--- src/rtl/morse_sequencer.sv ---
// Morse keyer: plays letters A-H on led, one UNIT_CYCLES time unit per dot.
// Define MORSE_TRAILING_GAP_EN to add a 3-unit TAIL gap before the done pulse.
module morse_sequencer #(
  parameter int UNIT_CYCLES = 25000000
) (
  input  logic       Clock,
  input  logic       Reset,
  input  logic       start,
  input  logic [2:0] letter,
  output logic       led,
  output logic       busy,
  output logic       done,
  output logic [2:0] state
);

  localparam int TW = 30;
  localparam logic [TW-1:0] UNIT_M1 = TW'(UNIT_CYCLES - 1);
  localparam logic [TW-1:0] DASH_M1 = TW'(3 * UNIT_CYCLES - 1);

  typedef enum logic [2:0] {
    IDLE = 3'd0,
    SYM  = 3'd1,
    GAP  = 3'd2,
    TAIL = 3'd3,
    DONE = 3'd4
  } state_t;

  state_t          state_q, state_d;
  logic [TW-1:0]   timer_q, timer_d;
  logic [3:0]      pat_q, pat_d;
  logic [2:0]      cnt_q, cnt_d;
  logic [3:0]      tbl_pat;
  logic [2:0]      tbl_len;

  // Timer holds remaining cycles minus one, so a load of N-1 gives N cycles.
  function automatic logic [TW-1:0] sym_time(input logic dash);
    return dash ? DASH_M1 : UNIT_M1;
  endfunction

  // Pattern is MSB-first, left-justified: 0=dot, 1=dash.
  always_comb begin
    tbl_pat = 4'b0000;
    tbl_len = 3'd1;
    case (letter)
      3'd0: begin tbl_pat = 4'b0100; tbl_len = 3'd2; end
      3'd1: begin tbl_pat = 4'b1000; tbl_len = 3'd4; end
      3'd2: begin tbl_pat = 4'b1010; tbl_len = 3'd4; end
      3'd3: begin tbl_pat = 4'b1000; tbl_len = 3'd3; end
      3'd4: begin tbl_pat = 4'b0000; tbl_len = 3'd1; end
      3'd5: begin tbl_pat = 4'b0010; tbl_len = 3'd4; end
      3'd6: begin tbl_pat = 4'b1100; tbl_len = 3'd3; end
      default: begin tbl_pat = 4'b0000; tbl_len = 3'd4; end
    endcase
  end

  always_comb begin
    state_d = state_q;
    timer_d = timer_q;
    pat_d   = pat_q;
    cnt_d   = cnt_q;
    case (state_q)
      IDLE: begin
        if (start) begin
          state_d = SYM;
          pat_d   = tbl_pat;
          cnt_d   = tbl_len;
          timer_d = sym_time(tbl_pat[3]);
        end
      end
      SYM: begin
        if (timer_q == '0) begin
          if (cnt_q > 3'd1) begin
            state_d = GAP;
            timer_d = UNIT_M1;
          end else begin
`ifdef MORSE_TRAILING_GAP_EN
            state_d = TAIL;
            timer_d = DASH_M1;
`else
            state_d = DONE;
`endif
          end
        end else begin
          timer_d = timer_q - 1'b1;
        end
      end
      GAP: begin
        if (timer_q == '0) begin
          state_d = SYM;
          pat_d   = {pat_q[2:0], 1'b0};
          cnt_d   = cnt_q - 3'd1;
          timer_d = sym_time(pat_q[2]);
        end else begin
          timer_d = timer_q - 1'b1;
        end
      end
`ifdef MORSE_TRAILING_GAP_EN
      TAIL: begin
        if (timer_q == '0) state_d = DONE;
        else               timer_d = timer_q - 1'b1;
      end
`endif
      DONE:    state_d = IDLE;
      default: state_d = IDLE;
    endcase
  end

  always_ff @(posedge Clock) begin
    if (Reset) begin
      state_q <= IDLE;
      timer_q <= '0;
      pat_q   <= '0;
      cnt_q   <= '0;
    end else begin
      state_q <= state_d;
      timer_q <= timer_d;
      pat_q   <= pat_d;
      cnt_q   <= cnt_d;
    end
  end

  assign led   = (state_q == SYM);
  assign busy  = (state_q != IDLE);
  assign done  = (state_q == DONE);
  assign state = state_q;

endmodule

--- config.mk ---
export PLATFORM = sky130hd
export DESIGN_NAME = morse_sequencer
export DESIGN_NICKNAME = d
export VERILOG_FILES = /design/src/rtl/morse_sequencer.sv
export SDC_FILE = /design/constraint.sdc
export NUM_CORES = 1
export LEC_CHECK = 0
export CORE_ASPECT_RATIO = 1.25
export CORE_MARGIN = 3
export CORE_UTILIZATION = 55
export DETAILED_ROUTE_END_ITERATION = 8
export GPL_TIMING_DRIVEN = 0
export PLACE_DENSITY = 0.74
export SLEW_MARGIN = 20
export SYNTH_ARGS = -nofsm -noshare
export SYNTH_HDL_FRONTEND = slang
export SYNTH_SLANG_ARGS = --single-unit
--- constraint.sdc ---
create_clock -name Clock -period 4.5 [get_ports Clock]
set_clock_uncertainty 0.1 [all_clocks]
set_input_delay 0.9 -clock Clock [delete_from_list [all_inputs] [get_ports Clock]]
set_output_delay 0.9 -clock Clock [all_outputs]
set_load 0.005 [all_outputs]
==> results.tsv <==
metric	value	unit
Final Max Tran Viols	0	
core area	3910	sq um
sequential share of power	41.6	%
DIE AREA	5040	sq um
final hold violations	0	
GPL Wtd Cong	0.990	
EDFF count, synth	0	
reg-to-reg startpoint	state[1]$_SDFFE_PP0P_	
Post-CTS Setup Inserts	0	
Relative slew margins	42.0	%
worst hold-check path type	flip-flop to flip-flop	
mapped cell area	2320	sq um
flop2flop setup slack	1.47	ns
crit-path max FO	10	
WHS	0.381	ns
Critical Path Start Type	primary input	
most used flip-flop cell after synthesis	dfxtp_1	
wire per inst	17.3	microns
CTS H-tree lvls	2	
Initial Util	59.4	%
Post-CTS Hold Fix Bufs	0	
Worst Setup End Kind	flip-flop	
fmax	277	MHz
pre-CTS setup slack	0.678	ns
clk sink count	38	
Syn Inst Count	295	
final worst-path cycle share	80.4	%
DR iter-0 viols	200	
clk root buf	clkbuf_8	
largest net degree at the start of global routing	14	
Pwr per Cell Area	376	nW/um^2
DR pass1 iterations	5	
Post-DP HPWL	4580	microns
Final WS setup	0.884	ns
GR Overflow Total	0	
CP Data Required Time	4.57	ns
site row count	25	
die extent in x	64.1	microns
worst slew pin tran	0.865	ns
Gate power share	28.7	%
NetSw	341	uW
flops & latches, synth	38	
hold_sp	cnt_q[1]$_SDFFE_PP0P_	
Worst Path Arrival	3.68	ns
DIE HEIGHT	78.6	microns
Final setup viols	0	
Antenna diodes	0	
cts bufs inserted	5	
Post-DRT Antenna Nets	0	
initial antenna violation count	0	
Mapped Nets	305	
Synth cell types	57	
area delta synth->final	12.1	%
layout cells sized above 1	7.99	%
first-pass GRT wire length	10900	microns
FF-to-FF End	timer_q[27]$_SDFFE_PP0P_	
final setup TNS	0	ns
max-cap violation count	0	
Pleak	0.000922	uW
routed vias	2368	
CTS Buffer Depth	2	
DRC violations left	0	
cell internal pwr	638	uW
Crit Path Class	primary input to flip-flop	
RSZ-0062 raised after global routing	false	
NumNets Final	322	
CTS tree	built	
FFs w/ async S/R, synth	0	%
Seq/Total Area, Yosys	32.8	%
clk_lat worst skew	0.29	ns
Clock Power Share	29.7	%
# fillers	347	
Worst-path clk slew	0.08	ns
Total GRT Usage	27.7	%
Synth warnings	0	
PnR Total Power	979	uW
VDD IR max	0.282	mV
Post-CTS Resized	0	
Buffers on Ports	10	
Hold Crit Depth	2	
Hold Path Sink	cnt_q[1]$_SDFFE_PP0P_	
final WL	6370	microns
Syn Area/Cell	7.87	sq um
status	finished clean	
Vias/cell	6.45	
boundary pin count	12	
reg2reg path depth	8	
Final Critical Period	3.62	ns
number of global-route vias before repair	2276	
Sw Ratio	34.9	%
## sequential cells by signal (all words and copies together) (netlist names)
signal and count:
timer_q 30, cnt_q 3, state 3, pat_q 2
## power by group through the flow
stage               Combinational (uW)  Clock (uW)  Sequential [uW]
floorplan                          203           0              403
global placement                   271           0              413
detailed placement                 274           0              413
CTS                                276         297              405
global route                       310         309              413
finish                             281         291              408
## cell type report
class | instances | area [sq um] | area share, %
flip-flops and latches | 38 | 761 | 29.2
multi-input cells | 232 | 1450 | 55.8
inverters | 12 | 45.0 | 1.73
clock buffers | 5 | 68.8 | 2.64
repair buffers | 10 | 100 | 3.85
well taps | 54 | 67.6 | 2.60
clock inverters | 3 | 45.0 | 1.73
plain buffers | 13 | 63.8 | 2.45
## critical path: stages
cell and delay (ns):
clkdlybuf4s50_1 0.53, nor3_1 0.06, a211oi_1 0.73, o41a_1 0.50, clkbuf_1 0.51, o21ai_0 0.19
a32oi_1 0.19, nor2_1 0.06
## synth_stat cells (6+ instances only)
cell type	number	area share, %
a211o_1	6	2.3
a211oi_1	10	3.2
a21oi_1	32	6.9
clkbuf_1	6	0.97
dfxtp_1	38	33
inv_1	12	1.9
nand2_1	18	2.9
nor2_1	31	5.0
nor2b_1	6	1.6
nor3_1	21	4.5
nor4_1	11	3.0
o21ai_0	18	3.9
## cells in the final DEF, fill, tap and decap left out, drive strengths merged, types with 5 or more instances in the layout
cell and n:
clkbuf 11, nand2 19, a211oi 10, a211o 7, nor2b 6, nor3 21
clkdlybuf4s50 10, xor2 5, buf 7, o21ai 20, a311oi 5, nand4 5
nor2 31, dfxtp 38, a21oi 32, nor4 12, inv 12
## worst max path at each step
stage,end,start,depth (start not counted),slack (ns)
floorplan,timer_q[27]$_SDFFE_PP0P_,start,7,1.97
finish,timer_q[27]$_SDFFE_PP0P_,start,8,0.88
global route,timer_q[27]$_SDFFE_PP0P_,start,8,0.73
detailed placement,timer_q[27]$_SDFFE_PP0P_,start,8,0.68
global placement,timer_q[27]$_SDFFE_PP0P_,start,8,0.70
CTS,timer_q[27]$_SDFFE_PP0P_,start,8,0.97
## metal layers
metal / share of wire (%) / GRT usage, %
met5: 0 / 0
met4: 3.5 / 12.9
met3: 6.9 / 5.29
met2: 48 / 45.9
met1: 42 / 34.4
## cells by family (layout without fill, tap and decap cells)
group | count (synthesis) | after routing | share of synthesized area, %
AOI/OAI and AO/OA | 101 | 101 | 29.7
DFF | 38 | 38 | 32.8
adders and majority gates | 4 | 4 | 2.16
muxes | 2 | 2 | 0.863
buffers and inverters | 25 | 43 | 4.69
xor gates and xnor gates | 5 | 5 | 1.89
and+or+nand+nor | 120 | 120 | 27.9
## per-stage QoR
| step | instance area, sq um | instances | util [%] |
|---|---|---|---|
| after floorplan | 2320 | 295 | - |
| after detailed placement | 2490 | 359 | 63.6 |
| after CTS | 2600 | 367 | 66.6 |
| after global placement | 2490 | 359 | 63.6 |
| final | 2600 | 367 | 66.6 |
| after global routing | 2600 | 367 | 66.6 |
(Power assumes the default switching activity.)
